<file path="src/rtl/xbar_slave_responder.sv">
// Crossbar slave endpoint: services a packed master word against a local register file
// after WAIT_CYC wait states. Optional XBAR_SLV_STATS_EN adds read/write completion counters.
module xbar_slave_responder #(
  parameter int DEPTH    = 16,
  parameter int IDX_W    = 4,
  parameter int WAIT_CYC = 2
) (
  input  logic        clk,
  input  logic        reset,
  input  logic [65:0] m_in,
  output logic [32:0] s_out
`ifdef XBAR_SLV_STATS_EN
  ,
  output logic [15:0] rd_cnt,
  output logic [15:0] wr_cnt
`endif
);

  // state  | meaning
  // S_IDLE | no transaction in flight, waiting for req
  // S_WAIT | request accepted, counting wait states
  // S_RESP | ack cycle; write committed / read data presented
  typedef enum logic [1:0] {
    S_IDLE = 2'd0,
    S_WAIT = 2'd1,
    S_RESP = 2'd2
  } state_t;

  localparam logic [3:0] CNT_LAST = 4'((WAIT_CYC > 0) ? WAIT_CYC - 1 : 0);

  state_t state, state_nxt;
  logic [3:0]  cnt, cnt_nxt;
  logic        enter_resp;
  logic        ack;
  logic [31:0] rdata;
  logic [31:0] mem [DEPTH];

  logic             req;
  logic             cmd;
  logic [31:0]      addr;
  logic [31:0]      wdata;
  logic [IDX_W-1:0] idx;

  assign req   = m_in[65];
  assign cmd   = m_in[64];
  assign addr  = m_in[63:32];
  assign wdata = m_in[31:0];
  assign idx   = addr[IDX_W+1:2];

  // Upper address bits (incl. the crossbar select) and byte offset alias by design.
  logic unused_addr_bits;
  assign unused_addr_bits = ^{addr[31:IDX_W+2], addr[1:0]};

  always_comb begin
    state_nxt  = state;
    cnt_nxt    = cnt;
    enter_resp = 1'b0;
    unique case (state)
      S_IDLE: begin
        if (req) begin
          cnt_nxt = '0;
          if (WAIT_CYC == 0) begin
            state_nxt  = S_RESP;
            enter_resp = 1'b1;
          end else begin
            state_nxt = S_WAIT;
          end
        end
      end
      S_WAIT: begin
        if (!req) begin
          state_nxt = S_IDLE;
        end else if (cnt == CNT_LAST) begin
          state_nxt  = S_RESP;
          enter_resp = 1'b1;
        end else begin
          cnt_nxt = cnt + 4'd1;
        end
      end
      S_RESP: begin
        // req here is the still-held current request, not a new one.
        state_nxt = S_IDLE;
      end
      default: begin
        state_nxt = S_IDLE;
      end
    endcase
  end

  always_ff @(posedge clk) begin
    if (reset) begin
      state <= S_IDLE;
      cnt   <= '0;
      ack   <= 1'b0;
      rdata <= '0;
      for (int i = 0; i < DEPTH; i++) begin
        mem[i] <= '0;
      end
    end else begin
      state <= state_nxt;
      cnt   <= cnt_nxt;
      ack   <= enter_resp;
      // rdata stays zero outside a read ack so slave words can be OR-combined.
      rdata <= (enter_resp && !cmd) ? mem[idx] : '0;
      if (enter_resp && cmd) begin
        mem[idx] <= wdata;
      end
    end
  end

  assign s_out = {ack, rdata};

`ifdef XBAR_SLV_STATS_EN
  always_ff @(posedge clk) begin
    if (reset) begin
      rd_cnt <= '0;
      wr_cnt <= '0;
    end else if (enter_resp) begin
      if (cmd && (wr_cnt != 16'hFFFF)) begin
        wr_cnt <= wr_cnt + 16'd1;
      end
      if (!cmd && (rd_cnt != 16'hFFFF)) begin
        rd_cnt <= rd_cnt + 16'd1;
      end
    end
  end
`endif

endmodule

</file>
<file path="config.mk">
export PLATFORM = sky130hd
export DESIGN_NAME = xbar_slave_responder
export DESIGN_NICKNAME = d
export VERILOG_FILES = /design/src/rtl/xbar_slave_responder.sv
export SDC_FILE = /design/constraint.sdc
export NUM_CORES = 1
export LEC_CHECK = 0
export BUFFER_PORTS_ARGS = -buffer_cell sky130_fd_sc_hd__buf_4
export CORE_ASPECT_RATIO = 2
export CORE_MARGIN = 2
export CORE_UTILIZATION = 49
export DETAILED_ROUTE_END_ITERATION = 8
export PLACE_DENSITY = 0.62
export SYNTH_ARGS = -nofsm -noshare
export SYNTH_HDL_FRONTEND = slang
export SYNTH_SLANG_ARGS = --single-unit
</file>
<file path="constraint.sdc">
create_clock -name clk -period 3.1 [get_ports clk]
set_input_delay 0 -clock clk [delete_from_list [all_inputs] [get_ports clk]]
set_output_delay 0 -clock clk [all_outputs]
set_load 0.02 [all_outputs]
</file>
==> metrics.cfg, run 1 <==
[run_status]
status = finished, final reports clean

[routing]
via_per_inst = 5.73
via_count = 12900
dr.pass1.iters = 5
avgRoutedWirePerCell_microns = 27.3
drt_iter0_drc = 1346
drc = 0
ant_nets = 0
drt-total-wl_microns = 61500

[global_route]
grt_max_degree = 48
grt_usage_pct = 24.9
grt_use_met1_pct = 27.1
met3_usage_pct = 2.69
gr-total-overflow = 0
first_global_vias = 14100
grtUsageMet2_pct = 48.2
grt_pass1_wl_microns = 90500
antenna_found_initial = 4
busiest_layer = met2

[cts]
cts_inserted_buffers = 48
cts_root_buffer = clkbuf_16
cts_sinks = 551
cts_tree = done
post_cts_buffers = 0
clk_path_buf_depth = 3
clk_pin_slew_ns = 0.07
insertion_delay_ns = 0.60
ctsHtreeMaxLevel = 2

[placement]
io_buffers = 72
place_inst = 2131
gp_congestion = 0.766
dp_hpwl_microns = 35600
place_ws_ns = 0.622

[logic_synthesis]
syn_inst = 1491
ys_types = 37
synth_seq_cells = 551
netlist_area_sq_um = 24000
ys_warn_count = 0
syn_avg_cell_area_sq_um = 16.1
syn_nets = 1561
yosysSeqAreaShare_pct = 67.2

[flow_run]
max_cap_violations = 0

[timing]
finalWorstSetupSlack_ns = 0.570
post-route-period-util_pct = 81.6
min_period_ns = 2.53
fmax_ghz = 0.395
rsz0062_at_grt = false
fin_worst_skew_ns = 0.0343
setup_viol_count_final = 0
relSlewSlack_pct = 51.2
tightest_slew_ns = 0.731
fin_hold_ws_ns = 0.136
finalHoldViolCount = 0
fin_tns_setup_ns = 0
drv_slew = 0

[layout]
syn_to_final_growth_pct = 13.8
fin_nets = 1649
drive_gt1_share_pct = 22.8
fin_util_pct = 56.6
n_antenna_cell = 0
fin_cells = 2257

[power]
p_leak_nw = 10.0
p_per_area_nw_per_um2 = 559
ir_worst_vdd_mv = 0.463

[critical_path]
startpoint_type = flop
arrival_ns = 2.74
cp_max_fo = 20
crit_type = flop to flop
crit_path_end_kind = flop
cp.required_ns = 3.31

[floorplanning]
die_w_microns = 161
rows = 114
coreArea_sq_um = 48400
start_util_pct = 49.7
die_y_microns = 317
dieArea_sq_um = 50900
pin_count = 101

[min_path]
min_path_type = input port to flop

worst max-delay path, cell delays in order (launching register included):
cell     delay, ns
dfxtp_1       0.39
ha_1          0.17
nor3b_4       0.42
nand3_2       0.30
nor3b_4       0.26
or2_2         0.15
buf_4         0.42
power breakdown:
group	switching [W]	internal (W)	leakage [nW]
clock	0.00268	0.00334	0.761
combinational	0.000511	0.000371	3.69
sequential	0.0000582	0.00833	5.57
total	0.00325	0.0120	10.0
layout by cell type, fill, tap and decap left out, types with 8 or more instances in the layout:
cell type	synthesis	final
and2_1	514	514
edfxtp_1	512	512
mux4_2	128	128
buf_4	3	119
clkbuf_16	0	49
dfxtp_1	39	39
dlygate4sd3_1	0	36
mux2i_1	34	34
a22oi_1	32	32
o21ai_0	32	32
or2_2	16	16
clkbuf_1	62	16
buf_12	0	10
nor2_1	21	8
clkinv_2	0	8
logic make-up (layout without fill, tap and decap cells):
kind of cell               Yosys count  count (layout)  share of synthesized area, %
and+or+nand+nor                    576             576                          15.0
DFF                                551             551                          67.2
muxes                              162             162                          13.4
buffers and inverters              131             259                          2.48
AOI/OAI and AO/OA                   68              68                          1.79
adders and majority gates            2               2                         0.104
xor gates and xnor gates             1               1                        0.0365
cells in the mapped netlist:
cell type	instances	area share (%)
a22oi_1	32	1.0
and4bb_2	1	0.052
nand2b_1	2	0.052
or2_2	16	0.42
nand3_1	1	0.021
inv_1	2	0.031
nor2_1	21	0.33
nor3_2	1	0.042
nand2_1	4	0.062
buf_4	3	0.094
mux2i_1	34	1.4
nor3b_2	3	0.16
and2_1	514	13
nor2b_1	1	0.026
nor3b_1	1	0.031
buf_2	32	0.67
and3_1	2	0.052
a211oi_1	1	0.031
a31o_2	1	0.036
dfxtp_1	39	3.2
buf_6	2	0.094
clkbuf_1	62	0.97
xnor2_1	1	0.036
and3b_1	1	0.036
o21ai_0	32	0.67
ha_1	2	0.10
nor3b_4	1	0.078
nand3b_1	2	0.062
nor3_1	1	0.021
nand3_2	1	0.042
nand4b_1	2	0.073
mux4_2	128	12
a21oi_1	1	0.021
o21bai_1	1	0.031
edfxtp_1	512	64
nand4_1	1	0.026
clkbuf_2	30	0.62
registers in the layout (all words and copies together) (netlist names):
name   count
ack        1
cnt        4
mem      512
rdata     32
state      2
per-layer routing:
layer / vias to the layer above / part of all wire, % / wire length (microns)
met3: 137 / 4.6 / 2850
met5: - / 0.018 / 11
met2: 448 / 57 / 34800
met4: 2 / 4.8 / 2950
met1: 6686 / 34 / 20900
li1: 5649 / - / -
worst paths after layout:
| check | from | endpoint | slack [ns] | cells past startpoint |
|---|---|---|---|---|
| max | cnt[0]$_SDFFE_PP0P_ | mem[8][22]$_SDFFCE_PN0P_ | 0.57 | 6 |
| min | m_in[35] | rdata[31]$_SDFF_PP0_ | 0.14 | 4 |
| max reg2reg | cnt[0]$_SDFFE_PP0P_ | mem[8][22]$_SDFFCE_PN0P_ | 0.57 | 6 |
| min reg2reg | cnt[3]$_SDFFE_PP0P_ | cnt[3]$_SDFFE_PP0P_ | 0.58 | 2 |
metrics by stage:
step	power, W	area, sq um
detailed placement	0.00941	25400
floorplan	0.00904	24000
finish	0.0153	27400
global route	0.0157	27400
global placement	0.00938	25400
CTS	0.0154	27400
area by class of cell:
class / count / area [sq um]
Tap cell: 638 / 798
Clock buffer: 72 / 1380
Multi-Input combinational cell: 809 / 7360
Clock inverter: 18 / 174
Timing Repair Buffer: 167 / 1480
Sequential cell: 551 / 16200
Fill cell: 3796 / 21000
Inverter: 2 / 7.51
repair_timing:
item | in CTS | in global routing
resized for setup | 0 | 0
endpoints found under the hold margin | 520 | 0
hold buffers | 36 | 0
Note: power is estimated with default switching activity, not from simulation.
==> run 2, diff against run 1 <==
--- a/config.mk
+++ b/config.mk
@@ -5,6 +5,7 @@
 export SDC_FILE = /design/constraint.sdc
 export NUM_CORES = 1
 export LEC_CHECK = 0
+export ABC_AREA = 1
 export BUFFER_PORTS_ARGS = -buffer_cell sky130_fd_sc_hd__buf_4
 export CORE_ASPECT_RATIO = 2
 export CORE_MARGIN = 2
==> constraint.sdc (replaced) <==
create_clock -name clk -period 2.4 [get_ports clk]
set_input_delay 0 -clock clk [delete_from_list [all_inputs] [get_ports clk]]
set_output_delay 0 -clock clk [all_outputs]
set_load 0.02 [all_outputs]
==> metrics.cfg, run 2 <==
[run_status]
status = finished, final reports clean

[global_route]
grt_max_degree = 115  ; +140%
antenna_found_initial = 0  ; -4
gr-total-overflow = 0  ; unchanged
busiest_layer = met2
grt_pass1_wl_microns = 106000  ; +17%
grtUsageMet2_pct = 49.2  ; +0.99 points
grt_use_met1_pct = 31.9  ; +4.8 points
grt_usage_pct = 27.6  ; +2.6 points
first_global_vias = 18500  ; +31%
met3_usage_pct = 3.57  ; +0.89 points

[power]
p_leak_nw = 12.6  ; +26%
p_per_area_nw_per_um2 = 723  ; +29%
ir_worst_vdd_mv = 0.487  ; +5.3%

[logic_synthesis]
syn_nets = 2842  ; +82%
ys_warn_count = 0  ; unchanged
synth.most_common_cell = nand2_1
yosysSeqAreaShare_pct = 65.5  ; -1.8 points
synth_edf_count = 512  ; unchanged
yosysTopAreaCellShare_pct = 62.3  ; -1.7 points
netlist_area_sq_um = 24700  ; +2.7%
syn_avg_cell_area_sq_um = 8.90  ; -45%
synthArstFlopShare_pct = 0  ; unchanged
synth_seq_cells = 551  ; unchanged
yosysTopAreaCell = edfxtp_1
synthTopCellsByArea = edfxtp_1 (62%), nand2_1 (21%), nor2_1 (8.9%)
ys_types = 21  ; -43%
syn_inst = 2772  ; +86%
synthTopCellsByCount = nand2_1 (1371), nor2_1 (586), edfxtp_1 (512)
synth_flop_cell = edfxtp_1

[routing]
via_count = 18600  ; +44%
ant_nets = 0  ; unchanged
avgRoutedWirePerCell_microns = 20.4  ; -25%
dr.pass1.iters = 7  ; +2
drt_iter0_drc = 1560  ; +16%
drt-total-wl_microns = 71000  ; +15%
via_per_inst = 5.35  ; -6.6%
drc = 0  ; unchanged

[timing]
fin_tns_setup_ns = 0  ; unchanged
fmax_ghz = 0.465  ; +18%
post-route-period-util_pct = 89.6  ; +8.0 points
rsz0062_at_grt = false
fin_worst_skew_ns = 0.0304  ; -0.00389 ns
tightest_slew_ns = 0.844  ; +0.113 ns
finalHoldViolCount = 0  ; unchanged
min_period_ns = 2.15  ; -0.379 ns
drv_slew = 0  ; unchanged
setup_viol_count_final = 0  ; unchanged
relSlewSlack_pct = 43.7  ; -7.5 points

[critical_path]
crit_path_end_kind = flop
critPathMaxStageDelay_ns = 0.36  ; -0.06 ns
crit_chain = inv_1 > ha_1 > nand3_1 > nor3_4 > buf_4 > nand4_2 > nand2_2 > buf_4
crit_type = flop to flop
startpoint_type = flop
cp.required_ns = 2.65  ; -0.66 ns
cp_common_cell = buf_4
cp_max_fo = 18  ; -10%
reg2reg_depth = 8  ; +2
reg2reg_to = mem[13][22]$_SDFFCE_PN0P_
rrSetupSlack_ns = 0.25  ; -0.32 ns
r2r_start = cnt[1]$_SDFFE_PP0P_
cpMaxStageDelayCell = buf_4
arrival_ns = 2.40  ; -0.34 ns

[min_path]
hold_path.startpoint = m_in[24]
holdPathEnd = mem[6][24]$_SDFFCE_PN0P_
min_path_type = input port to flop
whs_path_depth = 3  ; -1

[layout]
regMostFlops = mem
n_antenna_cell = 0  ; unchanged
top_regs = mem: 512 flops, rdata: 32 flops, cnt: 4 flops
layout_common_cells = nand2_1 (1355), nor2_1 (583), edfxtp_1 (512), buf_4 (119), clkbuf_16 (52)
layout_commonest_cell = nand2_1
largest_register_ffs = 512  ; unchanged
drive_gt1_share_pct = 8.65  ; -14 points
syn_to_final_growth_pct = 12.8
fillers = 4441  ; +17%
fin_area_sq_um = 27800  ; +1.7%
fin_nets = 2861  ; +73%

[floorplanning]
dieArea_sq_um = 52300  ; +2.6%
pin_count = 101  ; unchanged
die_y_microns = 321  ; +1.3%
die_w_microns = 163  ; +1.3%
coreArea_sq_um = 49900  ; +3.3%
rows = 116  ; +1.8%
start_util_pct = 49.4  ; -0.27 points

[placement]
io_buffers = 72  ; unchanged
gp_congestion = 0.820  ; +7.0%
dp_hpwl_microns = 39000  ; +9.6%
postPlaceCellArea_sq_um = 26100  ; +2.6%

[cts]
insertion_delay_ns = 0.60  ; about the same
cts_inserted_buffers = 49  ; +2.1%
clk_path_buf_depth = 3  ; unchanged
cts_sinks = 551  ; unchanged
postCtsResizedCells = 0  ; unchanged
clk_pin_slew_ns = 0.07  ; about the same
cts_tree = done
cts_root_buffer = clkbuf_16
ctsHtreeMaxLevel = 2  ; unchanged

[flow_run]
max_cap_violations = 0  ; unchanged

==> run 2: cell types whose count changed after synthesis, moves of 32 or more <==
cell / before / now
mux4_2: 128 / 0
a22oi_1: 32 / 0
nand2_1: 4 / 1371
mux2i_1: 34 / 0
nor2_1: 21 / 586
inv_1: 2 / 43
clkbuf_1: 62 / 147
and2_1: 514 / 0
==> run 2: worst max path at each step <==
| stage | cells after the start | slack, ns | from | endpoint |
|---|---|---|---|---|
| 4_1_cts | 7 | 0.27 | cnt[0]$_SDFFE_PP0P_ | mem[15][6]$_SDFFCE_PN0P_ |
| 3_5_place_dp | 8 | 0.29 | cnt[1]$_SDFFE_PP0P_ | mem[15][2]$_SDFFCE_PN0P_ |
| 6_report | 8 | 0.25 | cnt[1]$_SDFFE_PP0P_ | mem[13][22]$_SDFFCE_PN0P_ |
| 2_1_floorplan | 8 | 0.11 | cnt[1]$_SDFFE_PP0P_ | mem[5][0]$_SDFFCE_PN0P_ |
| 3_3_place_gp | 8 | 0.32 | cnt[1]$_SDFFE_PP0P_ | mem[15][6]$_SDFFCE_PN0P_ |
| 5_1_grt | 7 | 0.12 | cnt[0]$_SDFFE_PP0P_ | mem[15][11]$_SDFFCE_PN0P_ |
==> run 2: metrics by stage <==
step / hold slack [ns] / worst slack [ns] / cells / power (W) / util (%)
floorplan: 0.0793 / 0.113 / 2772 / 0.0119 / -
global placement: 0.236 / 0.316 / 3374 / 0.0125 / 52.3
detailed placement: 0.246 / 0.288 / 3374 / 0.0125 / 52.3
CTS: 0.00343 / 0.272 / 3481 / 0.0202 / 55.7
global route: 0.0308 / 0.123 / 3481 / 0.0207 / 55.7
finish: 0.0134 / 0.249 / 3481 / 0.0201 / 55.7
==> run 2: metal layers <==
| layer | wire length [microns] | vias to the layer above |
|---|---|---|
| met3 | 5180 | 212 |
| met5 | 0 | - |
| met1 | 25600 | 8892 |
| met4 | 3900 | 0 |
| met2 | 36400 | 756 |
| li1 | - | 8749 |
==> run 2: power breakdown <==
part | total, W | switching [W] | internal, W
Combinational | 0.00151 | 0.00111 | 0.000395
Clock | 0.00776 | 0.00351 | 0.00425
Sequential | 0.0108 | 0.0000820 | 0.0108
==> run 2: critical path: cells and delay by family, from the launching register on <==
kind                       cells  cell delay [ns]
adders and majority gates      1             0.18
buffers and inverters          3             0.74
DFF                            1             0.31
and+or+nand+nor                4             0.56
==> run 2: logic make-up after synthesis <==
family | Yosys count | synth area share (%)
compound gates | 5 | 0.117
fa+ha+maj | 2 | 0.101
buf+inv | 232 | 3.71
flops | 551 | 65.5
simple gates | 1982 | 30.6
==> run 2: timing repair <==
item,CTS,global route
setup buffers,0,0
hold buffers,15,0
hold endpoints to repair,121,0
==> run 2: layout make-up <==
cell class	instances	area [sq um]	area share (%)
multi-input combinational	1989	7670	27.6
clock buffer	74	1470	5.30
clock inverter	18	98.8	0.355
tap	649	812	2.92
timing repair buffer	154	1440	5.17
sequential	551	16200	58.1
inverter	46	180	0.647
==> run 3, diff against run 2 <==
--- a/config.mk
+++ b/config.mk
@@ -5,11 +5,10 @@
 export SDC_FILE = /design/constraint.sdc
 export NUM_CORES = 1
 export LEC_CHECK = 0
-export ABC_AREA = 1
 export BUFFER_PORTS_ARGS = -buffer_cell sky130_fd_sc_hd__buf_4
 export CORE_ASPECT_RATIO = 2
-export CORE_MARGIN = 2
 export CORE_UTILIZATION = 49
+export CTS_CLUSTER_DIAMETER = 60
 export DETAILED_ROUTE_END_ITERATION = 8
 export PLACE_DENSITY = 0.62
 export SYNTH_ARGS = -nofsm -noshare
==> metrics.cfg, run 3 (synthesis gave the netlist of run 1 again) <==
[layout]
layout_commonest_cell = and2_1
largest_register_ffs = 512  ; unchanged
fin_util_pct = 57.3  ; +1.6 points
drive_gt1_share_pct = 23.7  ; +15 points
top_regs = mem: 512 flops, rdata: 32 flops, cnt: 4 flops
n_antenna_cell = 0  ; unchanged
layout_common_cells = and2_1 (514), edfxtp_1 (512), mux4_2 (128), buf_4 (126), clkbuf_16 (49)
syn_to_final_growth_pct = 15.3
regMostFlops = mem
fin_cells = 2276  ; -35%
fin_nets = 1672  ; -42%

[power]
switchingPower_w = 0.00415  ; -12%
p_per_area_nw_per_um2 = 717  ; -0.85%
comb_power_share_pct = 6.0  ; -1.5 points
power.total_w = 0.0199  ; -1.2%
ir_worst_vdd_mv = 0.687  ; +41%
pwr-share-seq_pct = 54.5  ; +0.6 points
p_sw_share_pct = 20.9  ; -2.5 points
p_leak_nw = 10.2  ; -19%
clkPwrFrac_pct = 39.4  ; +0.8 points
p_int_w = 0.0157  ; +2.0%

[cts]
ctsHtreeMaxLevel = 2  ; unchanged
postCtsResizedCells = 0  ; unchanged
cts_inserted_buffers = 48  ; -2.0%
clk_pin_slew_ns = 0.06  ; about the same
cts_root_buffer = clkbuf_16
cts_tree = done
clk_path_buf_depth = 3  ; unchanged
post_cts_buffers = 0  ; unchanged
insertion_delay_ns = 0.57  ; -0.03 ns
cts_sinks = 551  ; unchanged

[routing]
via_per_inst = 5.70  ; +6.6%
via_count = 13000  ; -30%
dr.pass1.iters = 5  ; -2
drc = 0  ; unchanged
drt-total-wl_microns = 61200  ; -14%
ant_nets = 0  ; unchanged
avgRoutedWirePerCell_microns = 26.9  ; +32%
drt_iter0_drc = 904  ; -42%

[floorplanning]
die_y_microns = 315  ; -1.9%
coreArea_sq_um = 48400  ; -3.2%
die_w_microns = 159  ; -2.5%
pin_count = 101  ; unchanged
start_util_pct = 49.7  ; +0.27 points
dieArea_sq_um = 50000  ; -4.4%
rows = 114  ; -1.7%

[timing]
post-route-period-util_pct = 95.3  ; +5.6 points
rsz0062_at_grt = false
fmax_ghz = 0.437  ; -5.9%
drv_slew = 0  ; unchanged
fin_worst_skew_ns = 0.0212  ; -0.00923 ns
relSlewSlack_pct = 57.3  ; +14 points
fin_tns_setup_ns = 0  ; unchanged
tightest_slew_ns = 0.640  ; -0.204 ns
setup_viol_count_final = 0  ; unchanged
min_period_ns = 2.29  ; +0.135 ns
finalHoldViolCount = 0  ; unchanged

[flow_run]
max_cap_violations = 0  ; unchanged

[critical_path]
crit_path_end_kind = flop
startpoint_type = flop
critPathMaxStageDelay_ns = 0.48  ; +0.12 ns
cpMaxStageDelayCell = buf_4
critPathBufInv = 2  ; -1
crit_chain = ha_1 > nor3b_4 > buf_4 > nand3_1 > nor2_2 > buf_4 > and2_1
cp.required_ns = 2.83  ; +0.18 ns
arrival_ns = 2.71  ; +0.31 ns
cp_common_cell = buf_4
crit_type = flop to flop
cp_max_fo = 32  ; +14
crit_family = simple AND/OR/NAND/NOR gates

[placement]
gp_congestion = 0.765  ; -6.7%
io_buffers = 72  ; unchanged
place_inst = 2155  ; -36%
dp_hpwl_microns = 36300  ; -6.7%

[min_path]
min_path_type = input port to flop

[global_route]
first_global_vias = 14000  ; -24%
grt_pass1_wl_microns = 90300  ; -15%
gr-total-overflow = 0  ; unchanged
grt_max_degree = 42  ; -63%
grt_usage_pct = 25.7  ; -1.9 points
antenna_found_initial = 2  ; +2

[run_status]
status = finished, final reports clean

run 3: changes by cell type in the layout (fill, tap and decap cells not counted), sizes merged, moves of 5 or more:
cell / before / now
dlygate4sd3: 15 / 35
nand4: 16 / 1
nor2: 586 / 21
mux2i: 0 / 34
or2: 0 / 16
buf: 138 / 155
and2: 0 / 514
o21ai: 2 / 32
nor3b: 0 / 5
clkinv: 16 / 9
a22oi: 0 / 32
nand2: 1371 / 4
mux4: 0 / 128
inv: 46 / 2
run 3: per-layer routing:
metal,track usage (%),up-vias,share of wire [%]
li1,-,5694,-
met1,30.0,6795,37
met2,47.7,382,56
met3,2.60,100,4.1
met4,9.88,0,3.6
met5,0,-,0
run 3: worst reg2reg max path, stage by stage, from the launching register on:
cell	delay (ns)
dfxtp_1	0.40
ha_1	0.18
nor3b_4	0.30
buf_4	0.20
nand3_1	0.16
nor2_2	0.19
buf_4	0.48
and2_1	0.22
run 3: cell type report:
type / instances / area [sq um]
Tap cell: 638 / 798
Sequential cell: 551 / 16200
Inverter: 2 / 7.51
Timing Repair Buffer: 190 / 1860
Fill cell: 3796 / 20600
Clock buffer: 72 / 1390
Multi-Input combinational cell: 809 / 7330
Clock inverter: 14 / 168
run 3: power groups by stage:
| stage | logic [W] | clock network [W] | registers (W) |
|---|---|---|---|
| 2_1_floorplan | 0.000666 | 0 | 0.0110 |
| 3_3_place_gp | 0.00116 | 0 | 0.0110 |
| 3_5_place_dp | 0.00117 | 0 | 0.0110 |
| 4_1_cts | 0.00122 | 0.00795 | 0.0108 |
| 5_1_grt | 0.00127 | 0.00828 | 0.0109 |
| 6_report | 0.00120 | 0.00783 | 0.0108 |
run 3: stage by stage:
step / hold slack, ns / worst slack, ns / cell area [sq um]
floorplan: 0.198 / 0.222 / 24000
global placement: 0.343 / 0.218 / 25800
detailed placement: 0.355 / 0.194 / 25800
CTS: 0.115 / 0.156 / 27700
global route: 0.152 / 0.0347 / 27700
finish: 0.104 / 0.114 / 27700
run 3: what timing repair did:
item	CTS	global route
endpoints found under the hold margin	516	0
hold buffers	35	0
endpoints found under the setup margin	0	0
run 3: worst paths after layout:
path,start,endpoint,slack (ns),cells past startpoint
worst max-delay path,cnt[0]$_SDFFE_PP0P_,mem[14][6]$_SDFFCE_PN0P_,0.11,7
worst min-delay path,m_in[34],rdata[21]$_SDFF_PP0_,0.10,3
worst max register to register,cnt[0]$_SDFFE_PP0P_,mem[14][6]$_SDFFCE_PN0P_,0.11,7
worst min register to register,cnt[1]$_SDFFE_PP0P_,cnt[1]$_SDFFE_PP0P_,0.57,2
